## config.mk

```make
export PLATFORM = sky130hd
export DESIGN_NAME = alu_issuer_flat
export DESIGN_NICKNAME = d
export VERILOG_FILES = /design/src/rtl/alu_pkg.sv /design/src/rtl/alu_issuer_if.sv /design/src/rtl/alu_issuer.sv /design/src/flat_wrapper.sv
export SDC_FILE = /design/constraint.sdc
export NUM_CORES = 1
export LEC_CHECK = 0
export CAP_MARGIN = 20
export CORE_MARGIN = 5
export CORE_UTILIZATION = 44
export DETAILED_ROUTE_END_ITERATION = 8
export PLACE_DENSITY = 0.86
export SETUP_SLACK_MARGIN = 0.2
export SLEW_MARGIN = 40
export SYNTH_ARGS = -nofsm -noshare
export SYNTH_HDL_FRONTEND = slang
export SYNTH_SLANG_ARGS = --single-unit
```

## constraint.sdc

```tcl
create_clock -name clk -period 3.5 [get_ports clk]
set_input_delay 0.7 -clock clk [delete_from_list [all_inputs] [get_ports clk]]
set_output_delay 0.7 -clock clk [all_outputs]
set_load 0.005 [all_outputs]
```

## src/rtl/alu_pkg.sv

```systemverilog
// Shared definitions for the ALU command issuer.
// Contents: opcode constants, FSM state encoding, latency limit and counter width.
package alu_pkg;

    localparam logic [1:0] OP_ADD = 2'b00;
    localparam logic [1:0] OP_SUB = 2'b01;
    localparam logic [1:0] OP_MUL = 2'b10;
    localparam logic [1:0] OP_DIV = 2'b11;

    // Largest supported ALU latency; sizes the wait counter.
    localparam int unsigned LAT_MAX = 15;
    localparam int unsigned CNT_W   = $clog2(LAT_MAX + 1);

    typedef enum logic [1:0] {
        IDLE = 2'd0,
        WAIT = 2'd1,
        RESP = 2'd2
    } state_e;

endpackage

```

## src/rtl/alu_issuer_if.sv

```systemverilog
// Handshake bundle around the ALU issuer.
// Signals: request channel (req_*), ALU command/result (alu_*), response channel (rsp_*).
// Modports: master = the issuer itself; slave = its environment (sequencer + ALU).
interface alu_issuer_if #(
    parameter int unsigned WIDTH = 32,
    parameter int unsigned TAG_W = 4
) ();

    logic             req_valid;
    logic             req_ready;
    logic [1:0]       req_op;
    logic [WIDTH-1:0] req_a;
    logic [WIDTH-1:0] req_b;
    logic [TAG_W-1:0] req_tag;

    logic [1:0]       alu_op;
    logic [WIDTH-1:0] alu_a;
    logic [WIDTH-1:0] alu_b;
    logic [WIDTH-1:0] alu_result;

    logic             rsp_valid;
    logic             rsp_ready;
    logic [WIDTH-1:0] rsp_result;
    logic [TAG_W-1:0] rsp_tag;
    logic             rsp_err;

    modport master (
        input  req_valid, req_op, req_a, req_b, req_tag, rsp_ready, alu_result,
        output req_ready, alu_op, alu_a, alu_b, rsp_valid, rsp_result, rsp_tag, rsp_err
    );

    modport slave (
        output req_valid, req_op, req_a, req_b, req_tag, rsp_ready, alu_result,
        input  req_ready, alu_op, alu_a, alu_b, rsp_valid, rsp_result, rsp_tag, rsp_err
    );

endinterface

```

## src/rtl/alu_issuer.sv

```systemverilog
// Single-outstanding command issuer for the registered four-op ALU.
// Accepts a request, drives the ALU operands, waits LAT edges, captures the result
// and returns it with the request tag.
// Ports: clk, rst_n (async active-low), bus (alu_issuer_if.master).
// Optional: ALU_DIVZERO_CHECK_EN short-circuits Div with a zero divisor to an
// all-ones error response without touching the ALU.
module alu_issuer
    import alu_pkg::*;
#(
    parameter int unsigned WIDTH = 32,
    parameter int unsigned LAT   = 1,
    parameter int unsigned TAG_W = 4
) (
    input  logic         clk,
    input  logic         rst_n,
    alu_issuer_if.master bus
);

    state_e             r_state, w_state_nxt;
    logic [CNT_W-1:0]   r_cnt, w_cnt_nxt;
    logic [1:0]         r_alu_op, w_alu_op_nxt;
    logic [WIDTH-1:0]   r_alu_a, w_alu_a_nxt;
    logic [WIDTH-1:0]   r_alu_b, w_alu_b_nxt;
    logic               r_rsp_valid, w_rsp_valid_nxt;
    logic [WIDTH-1:0]   r_rsp_result, w_rsp_result_nxt;
    logic [TAG_W-1:0]   r_rsp_tag, w_rsp_tag_nxt;
    logic               w_req_ready;
    logic               w_div_zero;

`ifdef ALU_DIVZERO_CHECK_EN
    logic               r_rsp_err, w_rsp_err_nxt;

    assign w_div_zero = (bus.req_op == OP_DIV) && (bus.req_a == '0);
`else
    assign w_div_zero = 1'b0;
`endif

    assign w_req_ready = (r_state == IDLE);

    always_ff @(posedge clk or negedge rst_n) begin
        if (!rst_n) begin
            r_state <= IDLE;
        end else begin
            r_state <= w_state_nxt;
        end
    end

    always_comb begin
        w_state_nxt      = r_state;
        w_cnt_nxt        = r_cnt;
        w_alu_op_nxt     = r_alu_op;
        w_alu_a_nxt      = r_alu_a;
        w_alu_b_nxt      = r_alu_b;
        w_rsp_valid_nxt  = r_rsp_valid;
        w_rsp_result_nxt = r_rsp_result;
        w_rsp_tag_nxt    = r_rsp_tag;
`ifdef ALU_DIVZERO_CHECK_EN
        w_rsp_err_nxt    = r_rsp_err;
`endif
        case (r_state)
            IDLE: begin
                if (bus.req_valid) begin
                    w_rsp_tag_nxt = bus.req_tag;
                    if (w_div_zero) begin
                        // Never issued; RESP fills in the error response next edge.
                        w_state_nxt = RESP;
                    end else begin
                        w_alu_op_nxt = bus.req_op;
                        w_alu_a_nxt  = bus.req_a;
                        w_alu_b_nxt  = bus.req_b;
                        w_cnt_nxt    = CNT_W'(LAT);
                        w_state_nxt  = WAIT;
                    end
                end
            end
            WAIT: begin
                if (r_cnt != '0) begin
                    w_cnt_nxt = r_cnt - CNT_W'(1);
                end else begin
                    w_rsp_result_nxt = bus.alu_result;
                    w_rsp_valid_nxt  = 1'b1;
`ifdef ALU_DIVZERO_CHECK_EN
                    w_rsp_err_nxt    = 1'b0;
`endif
                    w_state_nxt      = RESP;
                end
            end
            RESP: begin
                if (r_rsp_valid) begin
                    if (bus.rsp_ready) begin
                        w_rsp_valid_nxt = 1'b0;
                        w_state_nxt     = IDLE;
                    end
                end
`ifdef ALU_DIVZERO_CHECK_EN
                else begin
                    // Entered directly from IDLE on a zero divisor.
                    w_rsp_valid_nxt  = 1'b1;
                    w_rsp_result_nxt = '1;
                    w_rsp_err_nxt    = 1'b1;
                end
`endif
            end
            default: w_state_nxt = IDLE;
        endcase
    end

    always_ff @(posedge clk or negedge rst_n) begin
        if (!rst_n) begin
            r_cnt        <= '0;
            r_alu_op     <= '0;
            r_alu_a      <= '0;
            r_alu_b      <= '0;
            r_rsp_valid  <= 1'b0;
            r_rsp_result <= '0;
            r_rsp_tag    <= '0;
`ifdef ALU_DIVZERO_CHECK_EN
            r_rsp_err    <= 1'b0;
`endif
        end else begin
            r_cnt        <= w_cnt_nxt;
            r_alu_op     <= w_alu_op_nxt;
            r_alu_a      <= w_alu_a_nxt;
            r_alu_b      <= w_alu_b_nxt;
            r_rsp_valid  <= w_rsp_valid_nxt;
            r_rsp_result <= w_rsp_result_nxt;
            r_rsp_tag    <= w_rsp_tag_nxt;
`ifdef ALU_DIVZERO_CHECK_EN
            r_rsp_err    <= w_rsp_err_nxt;
`endif
        end
    end

    assign bus.req_ready  = w_req_ready;
    assign bus.alu_op     = r_alu_op;
    assign bus.alu_a      = r_alu_a;
    assign bus.alu_b      = r_alu_b;
    assign bus.rsp_valid  = r_rsp_valid;
    assign bus.rsp_result = r_rsp_result;
    assign bus.rsp_tag    = r_rsp_tag;
`ifdef ALU_DIVZERO_CHECK_EN
    assign bus.rsp_err    = r_rsp_err;
`else
    assign bus.rsp_err    = 1'b0;
`endif

endmodule
```

## src/flat_wrapper.sv

```systemverilog
// flat-port wrapper written by rule: the top's interface ports become plain ports
module alu_issuer_flat import alu_pkg::*;
#(
    parameter int unsigned WIDTH = 32,
    parameter int unsigned LAT   = 1,
    parameter int unsigned TAG_W = 4
)
  (clk, rst_n, bus_req_valid, bus_req_op, bus_req_a, bus_req_b, bus_req_tag, bus_rsp_ready, bus_alu_result, bus_req_ready, bus_alu_op, bus_alu_a, bus_alu_b, bus_rsp_valid, bus_rsp_result, bus_rsp_tag, bus_rsp_err);
  alu_issuer_if #(.WIDTH(WIDTH), .TAG_W(TAG_W)) bus_i ();
  input  logic clk;
  input  logic rst_n;
  input wire logic [$bits(bus_i.req_valid)-1:0] bus_req_valid;
  input wire logic [$bits(bus_i.req_op)-1:0] bus_req_op;
  input wire logic [$bits(bus_i.req_a)-1:0] bus_req_a;
  input wire logic [$bits(bus_i.req_b)-1:0] bus_req_b;
  input wire logic [$bits(bus_i.req_tag)-1:0] bus_req_tag;
  input wire logic [$bits(bus_i.rsp_ready)-1:0] bus_rsp_ready;
  input wire logic [$bits(bus_i.alu_result)-1:0] bus_alu_result;
  output wire logic [$bits(bus_i.req_ready)-1:0] bus_req_ready;
  output wire logic [$bits(bus_i.alu_op)-1:0] bus_alu_op;
  output wire logic [$bits(bus_i.alu_a)-1:0] bus_alu_a;
  output wire logic [$bits(bus_i.alu_b)-1:0] bus_alu_b;
  output wire logic [$bits(bus_i.rsp_valid)-1:0] bus_rsp_valid;
  output wire logic [$bits(bus_i.rsp_result)-1:0] bus_rsp_result;
  output wire logic [$bits(bus_i.rsp_tag)-1:0] bus_rsp_tag;
  output wire logic [$bits(bus_i.rsp_err)-1:0] bus_rsp_err;
  assign bus_i.req_valid = bus_req_valid;
  assign bus_i.req_op = bus_req_op;
  assign bus_i.req_a = bus_req_a;
  assign bus_i.req_b = bus_req_b;
  assign bus_i.req_tag = bus_req_tag;
  assign bus_i.rsp_ready = bus_rsp_ready;
  assign bus_i.alu_result = bus_alu_result;
  assign bus_req_ready = bus_i.req_ready;
  assign bus_alu_op = bus_i.alu_op;
  assign bus_alu_a = bus_i.alu_a;
  assign bus_alu_b = bus_i.alu_b;
  assign bus_rsp_valid = bus_i.rsp_valid;
  assign bus_rsp_result = bus_i.rsp_result;
  assign bus_rsp_tag = bus_i.rsp_tag;
  assign bus_rsp_err = bus_i.rsp_err;
  alu_issuer #(.WIDTH(WIDTH), .LAT(LAT), .TAG_W(TAG_W)) u_core (.clk(clk), .rst_n(rst_n), .bus(bus_i));
endmodule
```

==> results_dict.tcl <==
set metrics [dict create \
    synth_compound_area_share_pct 1.158 \
    seq_area_um2 2728 \
    cpPeakStageDelay_ns 0.51 \
    portBuffers 209 \
    drt_iter0_markers 54 \
    fill_cells 701 \
    path_class "flip-flop to primary output" \
    instances_no_fill 606 \
    intPower_mw 4.131 \
    ys_warn_count 0 \
    wl_per_cell_um 17.39 \
    synth_mux_area_share_pct 29.57 \
    die_h_um 109.1 \
    antenna_left 0 \
    synth-seq-cells 109 \
    min_period_ns 2.159 \
    syn_inst 259 \
    synth_xor_xnor_area_share_pct 0 \
    htreeDepth 3 \
    comb_power_share_pct 48.8 \
    cts.sink_count 109 \
    final_cell_mix "208 x clkdlybuf4s50_1, 109 x dfrtp_1, 73 x mux2_2" \
    cp.required_ns 2.80 \
    clock_tree.buffer_depth 2 \
    synthAdderAreaFrac_pct 0.5792 \
    first_pass_iters 4 \
    viasPerCell 4.766 \
    fmax_mhz 463.1 \
    synth_seq_area_share_pct 63.13 \
    final_common_cell "clkdlybuf4s50_1" \
    cts_tree "built" \
    fin_crit_sh_pct 61.69 \
    syn2layout_area_growth_pct 54.45 \
    power_density_nw_per_um2 863.6 \
    slew_headroom_pct 56.65 \
    critical_path_arrival_ns 1.46 \
    syn_area_um2 4320 \
    tns_ns 0 \
    drive_gt1_share_pct 26.00 \
    dp_cells 590 \
    dp_hpwl_mm 8.063 \
    cp-startpoint "u_core.r_state[0]$_DFFE_PN0P_" \
    cts_resized 0 \
    fin_nets 576 \
    rows 36 \
    crit_chain "nor2_1 -> clkdlybuf4s50_1" \
    multiInputGateArea_um2 1464 \
    die-area_um2 11900 \
    setup_violations 0 \
    vias 2888 \
    vdd_drop_max_v 0.0004115 \
    seqPwrFrac_pct 39.4 \
    outcome "finished clean" \
    clkLatencyLatePin_ns 0.35 \
    rsz0062_at_grt "no" \
    timing.final.max_slew_violations 0 \
    grt_overflow 0 \
    routed_wl_mm 10.54 \
    drv_cap 0 \
    design.core.area_um2 9684 \
    cp_slowest_cell "clkdlybuf4s50_1" \
    synthSimpleGateAreaFrac_pct 2.375 \
    grt_start_max_net_pins 84 \
    swShare_pct 28.31 \
    grt_pass1_vias 3278 \
    die_x_um 109.1 \
    gp_congestion 0.7407 \
    p_sw_mw 1.631 \
    min_path_type "input port to asynchronous set/reset pin" \
    ios 211 \
    syn_nets 367 \
    clockPowerShare_pct 11.9 \
    leakage_nw 2.873 \
    worst_pin_slew_ns 0.6502 \
    r2r_slack_ns 1.36 \
    avgSynthCellArea_um2 16.68 \
    endpoint_kind "primary output" \
    crit_fanout 8 \
    worst_setup_path_start_kind "flip-flop" \
    cts_buffers 9 \
    r2r-start "u_core.r_cnt[0]$_DFFE_PN0P_" \
    diodes 0 \
    antenna_found_initial 0 \
    cts_hold_buf 0 \
    drc_errors 0 \
    synth_top_family_by_area "multiplexers" \
    grt_pass1_wl_mm 16.42 \
    hold_ws_ns 0.3595 \
    synthDistinctLibCells 27 \
    root_buffer "clkbuf_8" \
    clock_skew_ns 0.01199 \
    finalHoldViolations 0 \
    clk_pin_slew_ns 0.10 \
    start_util_pct 44.61 \
    postCtsSetupRepairBufs 0 \
    grt_use_total_pct 17.93 \
]
[layout make-up]
class | count | share of cell area, %
Clock buffer | 10 | 1.913
Clock inverter | 6 | 0.6750
Inverter | 3 | 0.1688
Multi-Input combinational cell | 133 | 21.94
Sequential cell | 109 | 40.88
Tap cell | 133 | 2.494
Timing Repair Buffer | 212 | 31.93
[synth_stat cells (all sizes together)]
library cell  instances  area share [%]
dfrtp               109              63
ha                    2            0.58
or3b                  1            0.20
buf                  13             2.8
nand2b                3            0.61
a21boi                1            0.17
a32oi                 1            0.20
inv                   3            0.26
o211ai                1            0.17
nor3b                 1            0.17
mux2i                 2            0.46
nand2                 6            0.52
nor3                  1            0.12
nor2                  4            0.35
nand3                 2            0.23
clkbuf                1           0.087
o21bai                1            0.17
mux2                102              29
o21ai                 2            0.23
o22a                  1            0.20
and2b                 1            0.17
conb                  1           0.087
[cell families (layout without fill, tap and decap cells)]
logic type                 after synthesis  after routing
DFF                                    109            109
and+or+nand+nor                         19             19
AOI/OAI and AO/OA                        7              7
adders and majority gates                2              2
muxes                                  104            104
other                                    1              1
buffers and inverters                   17            231
[per-layer routing]
| layer | share of wire [%] | GRT usage [%] | routed length, um | up-vias |
|---|---|---|---|---|
| li1 | - | - | - | 1313 |
| met1 | 35 | 19.01 | 3728 | 1432 |
| met2 | 52 | 31.36 | 5475 | 130 |
| met3 | 11 | 9.118 | 1198 | 13 |
| met4 | 1.3 | 4.869 | 136 | 0 |
| met5 | 0 | 0 | 0 | - |
[per-stage QoR]
step / utilization (%) / total power [mW] / setup slack (ns) / cell area [um2]
after floorplan: - / 3.527 / 1.609 / 4320
after global placement: 67.05 / 5.019 / 1.192 / 6494
after detailed placement: 67.09 / 5.151 / 1.127 / 6497
after CTS: 68.88 / 5.865 / 1.309 / 6670
after global routing: 68.90 / 6.152 / 1.259 / 6673
final: 68.90 / 5.762 / 1.341 / 6673
[worst max-delay path: cells and delay by family (launching register included)]
family / cells / cell delay, ns
flip-flops: 1 / 0.48
AND/OR/NAND/NOR: 1 / 0.13
buffers and inverters: 1 / 0.51
[power by group through the flow]
stage	clock [mW]	combinational (mW)	sequential, mW
detailed placement	0	2.85	2.30
global placement	0	2.77	2.25
global route	0.774	3.02	2.36
floorplan	0	1.22	2.31
CTS	0.717	2.87	2.28
finish	0.685	2.81	2.27
[registers in the layout, summed over array words and instances, names as in the netlist]
register	cells
u_core.bus.rsp_tag	4
u_core.bus.rsp_result	32
u_core.bus.rsp_valid	1
u_core.bus.alu_b	32
u_core.bus.alu_a	32
u_core.r_state	2
u_core.r_cnt	4
u_core.bus.alu_op	2
[worst paths after layout]
path | to | cells after the start
max | bus_req_ready | 2
min | u_core.bus.rsp_result[26]$_DFFE_PN0P_ | 1
max reg2reg | u_core.bus.rsp_result[10]$_DFFE_PN0P_ | 5
min reg2reg | u_core.r_cnt[2]$_DFFE_PN0P_ | 1
max in group asynchronous | u_core.bus.alu_a[14]$_DFFE_PN0P_ | 2
min in group clk | u_core.r_cnt[2]$_DFFE_PN0P_ | 1
(Power assumes the default switching activity.)
